==> src/rtl/debug_dump_sequencer.sv <==
// Post-halt state dump: streams PC, R0..R(N_REGS-1), M0..M(N_MEM_WORDS-1) LSB-first as bytes to UART TX.
// Optional DUMP_CHECKSUM_EN appends one XOR byte over every byte already sent in the frame.
module debug_dump_sequencer #(
    parameter int DATA_WIDTH      = 32,
    parameter int DATA_WIDTH_UART = 8,
    parameter int REG_ADDR_W      = 5,
    parameter int N_REGS          = 32,
    parameter int MEM_ADDR_W      = 5,
    parameter int N_MEM_WORDS     = 32
) (
    input  logic                       i_clock,
    input  logic                       i_reset,
    input  logic                       i_dump_req,
    input  logic [DATA_WIDTH-1:0]      i_pc,
    output logic [REG_ADDR_W-1:0]      o_reg_addr,
    input  logic [DATA_WIDTH-1:0]      i_reg_data,
    output logic [MEM_ADDR_W-1:0]      o_mem_addr,
    input  logic [DATA_WIDTH-1:0]      i_mem_data,
    output logic [DATA_WIDTH_UART-1:0] o_tx_data,
    output logic                       o_tx_valid,
    input  logic                       i_tx_ready,
    output logic                       o_busy,
    output logic                       o_done
);

    localparam int BYTES       = DATA_WIDTH / DATA_WIDTH_UART;
    localparam int TOTAL_WORDS = 1 + N_REGS + N_MEM_WORDS;
    localparam int WCNT_W      = $clog2(TOTAL_WORDS + 1);
    localparam int BIDX_W      = (BYTES > 1) ? $clog2(BYTES) : 1;

    localparam logic [WCNT_W-1:0]     LAST_WORD = WCNT_W'(TOTAL_WORDS - 1);
    localparam logic [WCNT_W-1:0]     REG_END   = WCNT_W'(N_REGS);
    localparam logic [WCNT_W-1:0]     REG_FIRST = WCNT_W'(1);
    localparam logic [WCNT_W-1:0]     MEM_FIRST = WCNT_W'(N_REGS + 1);
    localparam logic [BIDX_W-1:0]     LAST_BYTE = BIDX_W'(BYTES - 1);
    localparam logic [REG_ADDR_W-1:0] REG_LAST  = REG_ADDR_W'(N_REGS - 1);
    localparam logic [MEM_ADDR_W-1:0] MEM_LAST  = MEM_ADDR_W'(N_MEM_WORDS - 1);

    typedef enum logic [2:0] {
        S_IDLE,
        S_SEND,
        S_ADDR,
        S_WAIT,
        S_CAPTURE,
`ifdef DUMP_CHECKSUM_EN
        S_CHKSUM,
`endif
        S_DONE
    } state_t;

    state_t                    state, state_nxt;
    logic [DATA_WIDTH-1:0]     shift;
    logic [WCNT_W-1:0]         word_cnt;
    logic [BIDX_W-1:0]         byte_idx;
    logic [REG_ADDR_W-1:0]     reg_addr;
    logic [MEM_ADDR_W-1:0]     mem_addr;
`ifdef DUMP_CHECKSUM_EN
    logic [DATA_WIDTH_UART-1:0] csum;
`endif

    logic accept, last_byte, last_word, reg_phase;

    assign accept     = o_tx_valid & i_tx_ready;
    assign last_byte  = (byte_idx == LAST_BYTE);
    assign last_word  = (word_cnt == LAST_WORD);
    // word 0 is the PC, so register words are indices 1..N_REGS
    assign reg_phase  = (word_cnt <= REG_END);
    assign o_reg_addr = reg_addr;
    assign o_mem_addr = mem_addr;

    always_ff @(posedge i_clock) begin
        if (!i_reset) state <= S_IDLE;
        else          state <= state_nxt;
    end

    always_comb begin
        state_nxt = state;
        case (state)
            S_IDLE:    if (i_dump_req) state_nxt = S_SEND;
            S_SEND: begin
                if (accept && last_byte) begin
                    if (last_word) begin
`ifdef DUMP_CHECKSUM_EN
                        state_nxt = S_CHKSUM;
`else
                        state_nxt = S_DONE;
`endif
                    end else begin
                        state_nxt = S_ADDR;
                    end
                end
            end
            S_ADDR:    state_nxt = S_WAIT;
            S_WAIT:    state_nxt = S_CAPTURE;
            S_CAPTURE: state_nxt = S_SEND;
`ifdef DUMP_CHECKSUM_EN
            S_CHKSUM:  if (accept) state_nxt = S_DONE;
`endif
            S_DONE:    state_nxt = S_IDLE;
            default:   state_nxt = S_IDLE;
        endcase
    end

    always_comb begin
        o_tx_valid = 1'b0;
        o_busy     = 1'b1;
        o_done     = 1'b0;
        o_tx_data  = shift[DATA_WIDTH_UART-1:0];
        case (state)
            S_IDLE:   o_busy     = 1'b0;
            S_SEND:   o_tx_valid = 1'b1;
`ifdef DUMP_CHECKSUM_EN
            S_CHKSUM: begin
                o_tx_valid = 1'b1;
                o_tx_data  = csum;
            end
`endif
            S_DONE:   o_done     = 1'b1;
            default:  ;
        endcase
    end

    always_ff @(posedge i_clock) begin
        if (!i_reset) begin
            shift    <= '0;
            word_cnt <= '0;
            byte_idx <= '0;
            reg_addr <= '0;
            mem_addr <= '0;
`ifdef DUMP_CHECKSUM_EN
            csum     <= '0;
`endif
        end else begin
            case (state)
                S_IDLE: begin
                    if (i_dump_req) begin
                        shift    <= i_pc;
                        word_cnt <= '0;
                        byte_idx <= '0;
                        reg_addr <= '0;
                        mem_addr <= '0;
`ifdef DUMP_CHECKSUM_EN
                        csum     <= '0;
`endif
                    end
                end
                S_SEND: begin
                    if (accept) begin
                        shift    <= shift >> DATA_WIDTH_UART;
                        byte_idx <= last_byte ? '0 : byte_idx + BIDX_W'(1);
`ifdef DUMP_CHECKSUM_EN
                        csum     <= csum ^ shift[DATA_WIDTH_UART-1:0];
`endif
                        if (last_byte && !last_word)
                            word_cnt <= word_cnt + WCNT_W'(1);
                    end
                end
                // Address counters step once per word and saturate rather than wrap.
                S_ADDR: begin
                    if (reg_phase) begin
                        mem_addr <= '0;
                        if (word_cnt == REG_FIRST)   reg_addr <= '0;
                        else if (reg_addr != REG_LAST) reg_addr <= reg_addr + REG_ADDR_W'(1);
                    end else begin
                        reg_addr <= '0;
                        if (word_cnt == MEM_FIRST)   mem_addr <= '0;
                        else if (mem_addr != MEM_LAST) mem_addr <= mem_addr + MEM_ADDR_W'(1);
                    end
                end
                S_CAPTURE: shift <= reg_phase ? i_reg_data : i_mem_data;
                S_DONE: begin
                    reg_addr <= '0;
                    mem_addr <= '0;
                end
                default: ;
            endcase
        end
    end

endmodule

==> config.mk <==
export PLATFORM = sky130hd
export DESIGN_NAME = debug_dump_sequencer
export DESIGN_NICKNAME = d
export VERILOG_FILES = /design/src/rtl/debug_dump_sequencer.sv
export SDC_FILE = /design/constraint.sdc
export NUM_CORES = 1
export LEC_CHECK = 0
export BUFFER_PORTS_ARGS = -buffer_cell sky130_fd_sc_hd__buf_2
export CAP_MARGIN = 0
export CORE_ASPECT_RATIO = 1.25
export CORE_MARGIN = 5
export CORE_UTILIZATION = 32
export CTS_CLUSTER_DIAMETER = 50
export DETAILED_ROUTE_END_ITERATION = 7
export MAX_ROUTING_LAYER = met4
export PLACE_DENSITY = 0.55
export SLEW_MARGIN = 10
export SYNTH_ARGS = -nofsm -noshare
export SYNTH_HDL_FRONTEND = slang
export SYNTH_SLANG_ARGS = --single-unit
==> constraint.sdc <==
create_clock -name i_clock -period 5.2 [get_ports i_clock]
set_input_delay 1.3 -clock i_clock [delete_from_list [all_inputs] [get_ports i_clock]]
set_output_delay 1.3 -clock i_clock [all_outputs]
set_load 0.02 [all_outputs]
==> impl_metrics.env <==
export IMPL_status="completed"
export IMPL_path_delay_family="simple AND/OR/NAND/NOR gates"
export IMPL_grt_pass1_vias=3280
export IMPL_synth_edf_count=0
export IMPL_synth_fp_nets=495
export IMPL_cap_viol_max_count=0
export IMPL_clk_latency_ps=290
export IMPL_cp_slowest_cell="dfxtp_1"
export IMPL_hold_violations=0
export IMPL_whs_path_depth=2
export IMPL_first_iter_violations=111
export IMPL_fin_crit_ps=2920
export IMPL_final_common_cell="buf_2"
export IMPL_root_buffer="clkbuf_16"
export IMPL_floorplan_initialDensity_pct=32.5
export IMPL_clock_path_buffers=2
export IMPL_ant_nets=0
export IMPL_cts_sinks=54
export IMPL_hp_class="reg2reg"
export IMPL_slew_headroom_pct=27.8
export IMPL_hold_start="o_reg_addr[4]$_SDFFE_PN0P_"
export IMPL_grt_usage_pct=16.6
export IMPL_fillers=1032
export IMPL_ys_async_sr_fraction_pct=0
export IMPL_fin_tns_setup_ps=0
export IMPL_rows=40
export IMPL_path_class="reg2out"
export IMPL_firstDrtPassIters=4
export IMPL_die_w_um=97.9
export IMPL_fmax_mhz=342
export IMPL_crit_chain="nor2b_1, nor2b_2, buf_2"
export IMPL_synth_area_um2=3090
export IMPL_wl_um=9580
export IMPL_die_area_um2=11700
export IMPL_yosys_cell_types_count=46
export IMPL_p_leak_nw=1.76
export IMPL_vias_per_cell=5.40
export IMPL_cpPeakStageDelay_ps=550
export IMPL_finalSetupViolCount=0
export IMPL_rsz0062_at_grt="no"
export IMPL_hold_buffers=0
export IMPL_cts_buffers=5
export IMPL_clock_skew_ps=7.07
export IMPL_tritoncts="done"
export IMPL_cp_max_fo=12
export IMPL_gr_total_overflow=0
export IMPL_post_cts_buffers=0
export IMPL_htree_levels=2
export IMPL_reg2reg_depth=7
export IMPL_hold_end="o_reg_addr[4]$_SDFFE_PN0P_"
export IMPL_synth_cells=387
export IMPL_wl_per_cell_um=15.9
export IMPL_vias=3254
export IMPL_worstReg2RegStart="word_cnt[0]$_SDFFE_PN0P_"
export IMPL_startpoint_type="register"
export IMPL_dp_hpwl_um=7190
export IMPL_reg2reg_to="shift[1]$_SDFFE_PN0P_"
export IMPL_syn_to_final_growth_pct=24.6
export IMPL_drive_above_1_share_pct=30.9
export IMPL_core_um2=9510
export IMPL_setup_worst_path_end_class="primary output"
export IMPL_io_buffers=120
export IMPL_cp_required_ps=3900
export IMPL_layout_common_cells="buf_2 (120), a31oi_1 (64), dfxtp_1 (54)"
export IMPL_pwr_density_cell_nw_per_um2=270
export IMPL_finalMaxSlewViolations=0
export IMPL_die_h_um=120
export IMPL_pin_count=121
export IMPL_syn_area_per_cell_um2=7.98
export IMPL_grt_max_degree=64
export IMPL_ys_warn_count=0
export IMPL_r2r_setup_slack_ps=2580
export IMPL_place_gp_congestion=0.852
export IMPL_cp_arrival_ps=1620
export IMPL_irDropWorstVdd_uv=117
export IMPL_seq_area_frac_synth_pct=35.0
export IMPL_nets=583
export IMPL_final_core_util_pct=40.5
export IMPL_antenna_found_initial=1
export IMPL_drc=0
export IMPL_crit_buf_inv=1
export IMPL_worstMarginPinSlew_ps=1080
export IMPL_post_cts_resized=0
export IMPL_period_share_pct=56.1
export IMPL_grt_pass1_wl_um=15600
export IMPL_synth_top_flop_cell="dfxtp_1"
export IMPL_cts_clk_slew_worst_paths_ps=70
export IMPL_ys_seq_elements=54
==> per-layer routing <==
layer	vias to the layer above	GRT usage (%)	share of wire, %
met2	98	28.1	49
met1	1494	19.4	44
met3	15	3.78	5.2
li1	1647	-	-
met5	-	-	0
met4	0	5.63	1.8
==> final cells by class <==
class | instances | area [um^2] | area share, %
Tap cell | 126 | 158 | 4.10
Multi-Input combinational cell | 286 | 1810 | 47.0
Clock inverter | 2 | 17.5 | 0.455
Timing Repair Buffer | 123 | 623 | 16.2
Sequential cell | 54 | 1080 | 28.1
Antenna cell | 1 | 2.50 | 0.0650
Clock buffer | 6 | 139 | 3.61
Inverter | 5 | 18.8 | 0.488
==> worst register-to-register path, delay by kind of cell, from the launching register on <==
kind	cells	cell delay, ps
fa+ha+maj	1	190
compound gates	2	660
simple gates	3	1190
flops	1	370
buf+inv	1	80
==> state kept, by name, summed over array words and instances, names as in the netlist <==
register and cells:
o_reg_addr 5, state 3, shift 32, byte_idx 2, o_mem_addr 5, word_cnt 7
==> how the worst max path moves through the flow <==
stage | startpoint | to | cells past startpoint
floorplan | state[1]$_SDFFE_PN0P_ | o_tx_valid | 5
detailed placement | i_reset | o_reg_addr[2]$_SDFFE_PN0P_ | 6
CTS | state[0]$_SDFFE_PN0P_ | o_tx_valid | 3
global placement | i_reset | o_reg_addr[2]$_SDFFE_PN0P_ | 6
global route | state[0]$_SDFFE_PN0P_ | o_tx_valid | 3
finish | state[0]$_SDFFE_PN0P_ | o_tx_valid | 3
==> cells in the mapped netlist (3+ instances only) <==
| cell | instances | area [um^2] |
|---|---|---|
| a31oi_1 | 64 | 400 |
| and2_1 | 4 | 25.0 |
| nand3_1 | 15 | 75.1 |
| nand4_1 | 3 | 18.8 |
| inv_1 | 5 | 18.8 |
| xnor2_1 | 4 | 35.0 |
| a22oi_1 | 25 | 188 |
| nand2_1 | 23 | 86.3 |
| buf_4 | 8 | 60.1 |
| ha_1 | 8 | 100 |
| nor2_1 | 12 | 45.0 |
| dfxtp_1 | 54 | 1080 |
| o21ai_0 | 38 | 190 |
| a31o_2 | 4 | 35.0 |
| nor2b_1 | 5 | 31.3 |
| and3_1 | 36 | 225 |
| nand2b_1 | 4 | 25.0 |
| or2_2 | 5 | 31.3 |
| clkbuf_1 | 27 | 101 |
| nor4_1 | 3 | 18.8 |
| buf_2 | 4 | 20.0 |
| a21oi_1 | 8 | 40.0 |
==> metrics by stage <==
| stage | std cells | setup WS, ps | total power [mW] | area (um^2) | hold slack [ps] |
|---|---|---|---|---|---|
| final | 603 | 2280 | 1.04 | 3850 | 483 |
| after floorplan | 387 | 2520 | 0.625 | 3090 | 458 |
| after global routing | 603 | 2160 | 1.10 | 3850 | 517 |
| after detailed placement | 594 | 2050 | 0.699 | 3690 | 477 |
| after CTS | 602 | 2280 | 1.05 | 3850 | 485 |
| after global placement | 594 | 2120 | 0.696 | 3690 | 472 |
==> power by group <==
part | total (mW) | switching [mW] | internal (mW)
clock network | 0.352 | 0.158 | 0.194
registers | 0.476 | 0.0240 | 0.452
logic | 0.212 | 0.125 | 0.0878
==> kinds of logic (layout without fill, tap and decap cells) <==
group	Yosys count	in the layout	synth area share, %
simple gates	118	118	20.9
mux	2	2	0.648
flops	54	54	35.0
compound gates	154	154	32.0
xor+xnor	4	4	1.13
other cells	0	1	0
fa+ha+maj	8	8	3.24
buf+inv	47	136	7.13
Power figures use the tool's default switching activity.
